[config.mk]
export PLATFORM = sky130hd
export DESIGN_NAME = aud_rate_dsp
export DESIGN_NICKNAME = d
export VERILOG_FILES = /design/src/rtl/aud_rate_dsp.sv
export SDC_FILE = /design/constraint.sdc
export NUM_CORES = 2
export LEC_CHECK = 0
export ABC_AREA = 1
export CAP_MARGIN = 15
export CORE_ASPECT_RATIO = 2
export CORE_MARGIN = 2
export CORE_UTILIZATION = 66
export CTS_BUF_LIST = sky130_fd_sc_hd__clkbuf_8
export DETAILED_ROUTE_END_ITERATION = 8
export PLACE_DENSITY = 0.85
export SETUP_SLACK_MARGIN = 0.02
export SKIP_CTS_REPAIR_TIMING = 1
export SYNTH_ARGS = -nofsm -noshare
export SYNTH_HDL_FRONTEND = slang
export SYNTH_SLANG_ARGS = --single-unit
[constraint.sdc]
create_clock -name i_clk -period 12.93 [get_ports i_clk]
set_input_delay 2.586 -clock i_clk [delete_from_list [all_inputs] [get_ports i_clk]]
set_output_delay 2.586 -clock i_clk [all_outputs]
set_load 0.02 [all_outputs]
[src/rtl/aud_rate_dsp.sv]
// Variable-rate audio playback: fetches CH-word frames from SRAM on each DAC LR-clock
// falling edge; normal/fast/slow-hold/slow-linear. Define AUD_RATE_DSP_LOOP_EN for looped playback.
module aud_rate_dsp #(
  parameter int DATA_W = 16,
  parameter int ADDR_W = 20,
  parameter int CH     = 2
) (
  input  logic                   i_clk,
  input  logic                   i_rst_n,
  input  logic                   i_start,
  input  logic                   i_pause,
  input  logic                   i_stop,
  input  logic [1:0]             i_mode,
  input  logic [2:0]             i_speed,
  input  logic                   i_daclrck,
  input  logic [ADDR_W-1:0]      i_start_addr,
  input  logic [ADDR_W-1:0]      i_end_addr,
  input  logic [DATA_W-1:0]      i_sram_data,
  output logic [ADDR_W-1:0]      o_sram_addr,
  output logic [CH*DATA_W-1:0]   o_dac_data,
  output logic                   o_dac_valid,
  output logic [1:0]             o_state,
  output logic                   o_done
);

  localparam int CW = $clog2(CH + 2);
  localparam int PW = DATA_W + 21;
`ifdef AUD_RATE_DSP_LOOP_EN
  localparam logic LOOP_EN = 1'b1;
`else
  localparam logic LOOP_EN = 1'b0;
`endif

  typedef enum logic [1:0] {S_IDLE = 2'd0, S_WAIT = 2'd1, S_FETCH = 2'd2, S_PAUSE = 2'd3} state_t;

  state_t                    r_state, w_state_nxt;
  logic                      r_lrc, r_pause_req, r_dac_valid, r_done;
  logic [CW-1:0]             r_cnt;
  logic [ADDR_W-1:0]         r_p, r_start, r_end, r_sram_addr;
  logic [2:0]                r_k;
  logic [3:0]                r_n;
  logic [1:0]                r_mode;
  logic signed [DATA_W-1:0]  r_cap  [CH];
  logic signed [DATA_W-1:0]  r_prev [CH];
  logic [CH*DATA_W-1:0]      r_dac_data, w_frame;
  logic                      w_lrc_fall, w_frame_end, w_launch, w_fetch_go, w_clip_end;
  logic [ADDR_W-1:0]         w_adv, w_p_nxt;
  logic [ADDR_W:0]           w_p_sum;
  logic [ADDR_W+1:0]         w_last_word;
  logic [2:0]                w_k_nxt;

  function automatic logic [12:0] f_recip(input logic [3:0] n);
    case (n)
      4'd1:    f_recip = 13'd4096;
      4'd2:    f_recip = 13'd2048;
      4'd3:    f_recip = 13'd1365;
      4'd4:    f_recip = 13'd1024;
      4'd5:    f_recip = 13'd819;
      4'd6:    f_recip = 13'd683;
      4'd7:    f_recip = 13'd585;
      4'd8:    f_recip = 13'd512;
      default: f_recip = 13'd4096;
    endcase
  endfunction

  // prev + (cur-prev)*k*R[n] >>> 12 in a wide signed datapath, clamped to DATA_W
  function automatic logic [DATA_W-1:0] f_interp(input logic [DATA_W-1:0] prev,
                                                 input logic [DATA_W-1:0] cur,
                                                 input logic [2:0] k, input logic [3:0] n);
    logic signed [DATA_W:0] diff;
    logic signed [PW-1:0]   prod, kk, rr, pe, sum;
    diff = $signed({cur[DATA_W-1], cur}) - $signed({prev[DATA_W-1], prev});
    prod = {{(PW-DATA_W-1){diff[DATA_W]}}, diff};
    kk   = {{(PW-3){1'b0}}, k};
    rr   = {{(PW-13){1'b0}}, f_recip(n)};
    pe   = {{(PW-DATA_W){prev[DATA_W-1]}}, prev};
    prod = prod * kk * rr;
    sum  = (prod >>> 4'd12) + pe;
    if ((sum[PW-1:DATA_W-1] == '0) || (sum[PW-1:DATA_W-1] == '1)) begin
      f_interp = sum[DATA_W-1:0];
    end else if (sum[PW-1]) begin
      f_interp = {1'b1, {(DATA_W-1){1'b0}}};
    end else begin
      f_interp = {1'b0, {(DATA_W-1){1'b1}}};
    end
  endfunction

  assign w_lrc_fall  = r_lrc & ~i_daclrck;
  assign w_frame_end = (r_cnt == CW'(CH + 1));

  // FSM state register
  always_ff @(posedge i_clk or negedge i_rst_n) begin
    if (!i_rst_n) begin
      r_state <= S_IDLE;
    end else begin
      r_state <= w_state_nxt;
    end
  end

  // FSM next-state: stop beats everything, pause beats resume
  always_comb begin
    w_state_nxt = r_state;
    case (r_state)
      S_IDLE: begin
        if (i_start && !i_stop) w_state_nxt = S_WAIT;
        else                    w_state_nxt = S_IDLE;
      end
      S_WAIT: begin
        if (i_stop)          w_state_nxt = S_IDLE;
        else if (i_pause)    w_state_nxt = S_PAUSE;
        else if (w_lrc_fall) w_state_nxt = S_FETCH;
        else                 w_state_nxt = S_WAIT;
      end
      S_FETCH: begin
        if (i_stop)                          w_state_nxt = S_IDLE;
        else if (!w_frame_end)               w_state_nxt = S_FETCH;
        else if (w_clip_end && !LOOP_EN)     w_state_nxt = S_IDLE;
        else if (r_pause_req || i_pause)     w_state_nxt = S_PAUSE;
        else                                 w_state_nxt = S_WAIT;
      end
      S_PAUSE: begin
        if (i_stop)                 w_state_nxt = S_IDLE;
        else if (i_start && !i_pause) w_state_nxt = S_WAIT;
        else                        w_state_nxt = S_PAUSE;
      end
      default: w_state_nxt = S_IDLE;
    endcase
  end

  // FSM output decode: datapath strobes
  always_comb begin
    w_launch   = (r_state == S_IDLE) && (w_state_nxt == S_WAIT);
    w_fetch_go = (r_state == S_WAIT) && (w_state_nxt == S_FETCH);
  end

  // Pointer advance, end-of-clip test and next phase
  always_comb begin
    w_adv = '0;
    case (r_mode)
      2'b00:   w_adv = ADDR_W'(CH);
      2'b01:   w_adv = ADDR_W'(CH) * ADDR_W'(r_n);
      default: begin
        if (r_k == 3'd0) w_adv = ADDR_W'(CH);
        else             w_adv = '0;
      end
    endcase
    w_p_sum     = {1'b0, r_p} + {1'b0, w_adv};
    w_last_word = {1'b0, w_p_sum} + (ADDR_W+2)'(CH - 1);
    w_clip_end  = (w_adv != '0) && (w_last_word > {2'b00, r_end});
    if (w_clip_end) w_p_nxt = r_start;
    else            w_p_nxt = w_p_sum[ADDR_W-1:0];
    if (w_clip_end || !r_mode[1])            w_k_nxt = 3'd0;
    else if ({1'b0, r_k} == (r_n - 4'd1))   w_k_nxt = 3'd0;
    else                                     w_k_nxt = r_k + 3'd1;
  end

  // Frame to present: fetched frame, held prev, or interpolated
  always_comb begin
    w_frame = '0;
    for (int c = 0; c < CH; c++) begin
      if (!r_mode[1] || (r_k == 3'd0)) begin
        w_frame[c*DATA_W +: DATA_W] = r_cap[c];
      end else if (r_mode == 2'b10) begin
        w_frame[c*DATA_W +: DATA_W] = r_prev[c];
      end else begin
        w_frame[c*DATA_W +: DATA_W] = f_interp(r_prev[c], r_cap[c], r_k, r_n);
      end
    end
  end

  // Playback datapath: pointers, fetch sequencing, capture and output registers
  always_ff @(posedge i_clk or negedge i_rst_n) begin
    if (!i_rst_n) begin
      r_lrc       <= 1'b1;
      r_pause_req <= 1'b0;
      r_cnt       <= '0;
      r_p         <= '0;
      r_start     <= '0;
      r_end       <= '0;
      r_k         <= 3'd0;
      r_n         <= 4'd1;
      r_mode      <= 2'b00;
      r_sram_addr <= '0;
      r_dac_data  <= '0;
      r_dac_valid <= 1'b0;
      r_done      <= 1'b0;
      for (int c = 0; c < CH; c++) begin
        r_cap[c]  <= '0;
        r_prev[c] <= '0;
      end
    end else begin
      r_lrc       <= i_daclrck;
      r_dac_valid <= 1'b0;
      r_done      <= 1'b0;
      if (i_stop) begin
        r_pause_req <= 1'b0;
        r_cnt       <= '0;
        r_sram_addr <= r_p;
      end else if (w_launch) begin
        r_p         <= i_start_addr;
        r_start     <= i_start_addr;
        r_end       <= i_end_addr;
        r_k         <= 3'd0;
        r_sram_addr <= i_start_addr;
      end else if (w_fetch_go) begin
        r_cnt       <= '0;
        r_sram_addr <= r_p;
        if (r_k == 3'd0) begin
          r_mode <= i_mode;
          r_n    <= {1'b0, i_speed} + 4'd1;
        end
      end else if (r_state == S_FETCH) begin
        if (i_pause) r_pause_req <= 1'b1;
        r_cnt <= r_cnt + CW'(1'b1);
        if (r_cnt < CW'(CH - 1)) r_sram_addr <= r_p + ADDR_W'(r_cnt) + ADDR_W'(1'b1);
        // SRAM data lags its address by one cycle, so word c lands at count c+1
        for (int c = 0; c < CH; c++) begin
          if (r_cnt == CW'(c + 1)) r_cap[c] <= i_sram_data;
        end
        if (w_frame_end) begin
          r_dac_data  <= w_frame;
          r_dac_valid <= 1'b1;
          r_done      <= w_clip_end;
          r_p         <= w_p_nxt;
          r_sram_addr <= w_p_nxt;
          r_k         <= w_k_nxt;
          r_pause_req <= 1'b0;
          r_cnt       <= '0;
          if (r_mode[1] && (r_k == 3'd0)) begin
            for (int c = 0; c < CH; c++) r_prev[c] <= r_cap[c];
          end
        end
      end
    end
  end

  assign o_sram_addr = r_sram_addr;
  assign o_dac_data  = r_dac_data;
  assign o_dac_valid = r_dac_valid;
  assign o_done      = r_done;
  assign o_state     = r_state;

endmodule
==> results.md <==
* Number of synthesized flops with an enable pin at 0
* Post-synth net total at 6177
* Root buffer cell: clkbuf_8
* Crit-path slowest cell: fa_1
* First-pass GRT wire length at 202600 um
* Min-delay src: r_start[13]$_DFFE_PN0P_
* Largest family of logic cells by synthesized area: adder cells
* Fraction of layout instances using a drive strength above 1 at 7.328%
* RR Startpoint: r_prev[19]$_DFFE_PN0P_
* Min-Delay Endpoint: r_start[13]$_DFFE_PN0P_
* Compound-Gate Fraction of Synth Area at 9.601%
* Final ANT Viol Nets at 0
* Status: completed
* Max Clk Rate at 81.04 MHz
* Clk Latency, worst-skew pair at 0.56 ns
* Max layer used: met5
* Top post-synthesis cells by count: inv_1, nand2_1, fa_1, nor2_1, ha_1
* Post-synthesis sequential area ratio at 12.53%
* Max Transition Viols Final at 0
* Pre-CTS setup slack at -0.05346 ns
* Hold Crit Class: flop to flop
* Critical path startpoint category: flop
* Fillers at 4654
* Crit-path max cell delay at 0.56 ns
* Crit path required time at 13.35 ns
* I/O pin count at 123
* Vias in the first global route at 38420
* CTS H-Tree Depth at 4
* Fin cells at 6120
* Fin worst setup slack at 0.5898 ns
* Max Buffers Root-to-Sink at 3
* DR iter-0 viols at 2663
* FF+latch count, synth at 193
* Initial antenna violation count at 11
* Post-synthesis simple-gate area fraction at 20.06%
* Layout area overhead at 9.400%
* Worst slew pin tran at 1.136 ns
* Mapped Area at 38570 um2
* Max cap viols at 0
* Clk_skew at 0.03457 ns
* Critical Path End Type: flop
* Setup total negative slack at 0 ns
* WL met3 at 9776 um
* Top FF cell, synth: dfrtp_1
* Pre-Repair DR Iteration Count at 8
* Port Buf Inserts at 122
* Worst R2R Setup Slack at 0.59 ns
* Initial Util at 66.66%
* Tmin final at 12.34 ns
* Post-Synth Adder-Cell Area at 40.40%
* GRT Util Overall at 44.18%
* Die width at 174.9 um
* Cell variety after synth at 55
* Ys Warns at 0
* Placed insts at 6065
* Final period util at 95.44%
* Worst-path fanout max at 15
* Most Frequent Cell on Critical Path: nand2_1
* Clock Pin Slew Worst Setup and Hold Paths at 0.10 ns
* Total gr overflow at 0
* R2r worst-path depth at 55
* Cells on Worst Hold Path at 2
* Routed wire per std cell at 21.43 um
* Post-DR vias/cell at 5.857
* DRC Markers at 0
* Syn Area/Cell at 7.430 um2
* Crit path arrival time at 12.76 ns
* DP Wirelength at 106700 um
* Die Ht at 345.9 um
* CTS sink cnt at 193
* Core ar. at 57870 um2
* DR WL met2 at 65380 um
* CTS tree: done
* Count leader, synth: inv_1
* Synth Area in XOR/XNOR at 4.152%
* Die ar. at 60510 um2
* Reg-to-reg critical path endpoint: o_dac_data[0]$_DFFE_PN0P_
* Nets at 6329
* Hold Fails Final Rpt at 0
* GPL Wtd Cong at 1.090
* Placement Rows at 125
* Async set-reset flop share out of synthesis at 100.0%
* Vias at 35840
* Post-synth top area share at 28.34%
* Yosys top cell by area: fa_1
* Worst slew margin at 24.15%
* Fin util at 72.93%
* CP delay by family, top: adder cells
* Gate Count Post-Synth at 5192
* M1 WL at 38950 um
* Multiplexer share of the synthesized area at 0.4379%
* Top cells by area, synth: fa_1, dfrtp_1, ha_1
* WS Path Type: flop to flop
* CTS Buf Count at 25
* Final setup fails at 0
* WL final at 131200 um
* Largest net degree at the start of global routing at 95
* Buffers & Inverters on Critical Path at 7
cell type report:
cell class | count | area (um2) | area share (%)
Clock buffer | 25 | 344.1 | 0.8153
Tap cell | 762 | 953.4 | 2.259
Antenna cell | 9 | 22.52 | 0.05337
Multi-Input combinational cell | 3697 | 29310 | 69.46
Clock inverter | 7 | 92.59 | 0.2194
Inverter | 1174 | 4419 | 10.47
Sequential cell | 193 | 4833 | 11.45
Timing Repair Buffer | 253 | 2225 | 5.272
worst min-delay path, stage by stage (launching register included):
cell	delay, ns
dfrtp_1	0.34
nand2_1	0.05
nand2_1	0.06
kinds of logic after synthesis:
family	after synthesis
buffers and inverters	1302
AOI/OAI and AO/OA	687
and+or+nand+nor	1895
DFF	193
muxes	15
adders and majority gates	918
xor gates and xnor gates	182
flip-flops by register name (all words and copies together) (netlist names), 3 cells and up:
register / flops
r_p: 20
r_cap: 32
r_end: 20
r_start: 20
r_n: 4
o_dac_data: 32
o_sram_addr: 20
r_k: 3
r_prev: 32
through the flow:
step | area [um2] | hold WS [ns]
global placement | 41140 | 0.4559
global route | 42200 | 0.5072
CTS | 41570 | 0.4798
finish | 42200 | 0.4793
detailed placement | 41140 | 0.4596
floorplan | 38570 | 0.4438
routing by layer:
| metal | up-vias | global-route usage [%] |
|---|---|---|
| met5 | - | 0 |
| met1 | 17050 | 40.48 |
| met2 | 1752 | 77.19 |
| met3 | 869 | 9.960 |
| met4 | 6 | 45.31 |
| li1 | 16160 | - |
cell usage in the layout (no fill, tap or decap), types with 8 or more instances in the layout:
master,Yosys,final
diode_2,0,9
inv_1,1150,1141
nor3_1,43,38
dfrtp_1,191,190
o21ai_0,278,255
o21bai_1,15,14
a21oi_1,287,263
ha_1,372,356
inv_2,8,17
o31ai_1,10,10
buf_4,2,129
xnor2_1,63,61
o21a_1,10,10
mux2_2,15,15
ha_2,0,14
fa_1,546,542
clkbuf_8,0,26
a21o_1,16,16
nor2_2,8,25
clkdlybuf4s50_1,0,121
nand2_1,1022,1011
a21oi_2,0,24
nand2_2,13,22
nor2_1,534,517
a31oi_1,26,20
xor2_2,1,8
xor2_1,118,111
clkinv_1,14,13
nand3_1,172,170
or2_2,43,43
o21ai_1,10,27
nand4_1,31,31
how the worst max path moves through the flow:
| stage | startpoint | endpoint | slack [ns] | cells after the start |
|---|---|---|---|---|
| after floorplan | r_prev[0]$_DFFE_PN0P_ | o_dac_data[21]$_DFFE_PN0P_ | 1.33 | 65 |
| after global placement | r_prev[16]$_DFFE_PN0P_ | o_dac_data[2]$_DFFE_PN0P_ | 0.21 | 58 |
| after detailed placement | r_cap[16]$_DFFE_PN0P_ | o_dac_data[9]$_DFFE_PN0P_ | -0.05 | 59 |
| after CTS | r_cap[16]$_DFFE_PN0P_ | o_dac_data[8]$_DFFE_PN0P_ | -0.15 | 59 |
| after global routing | r_prev[2]$_DFFE_PN0P_ | o_dac_data[17]$_DFFE_PN0P_ | -0.10 | 68 |
| final | r_prev[19]$_DFFE_PN0P_ | o_dac_data[0]$_DFFE_PN0P_ | 0.59 | 55 |
Power is not shown: default switching activity piles up to over one toggle a cycle in this logic, so the estimate is an artifact.
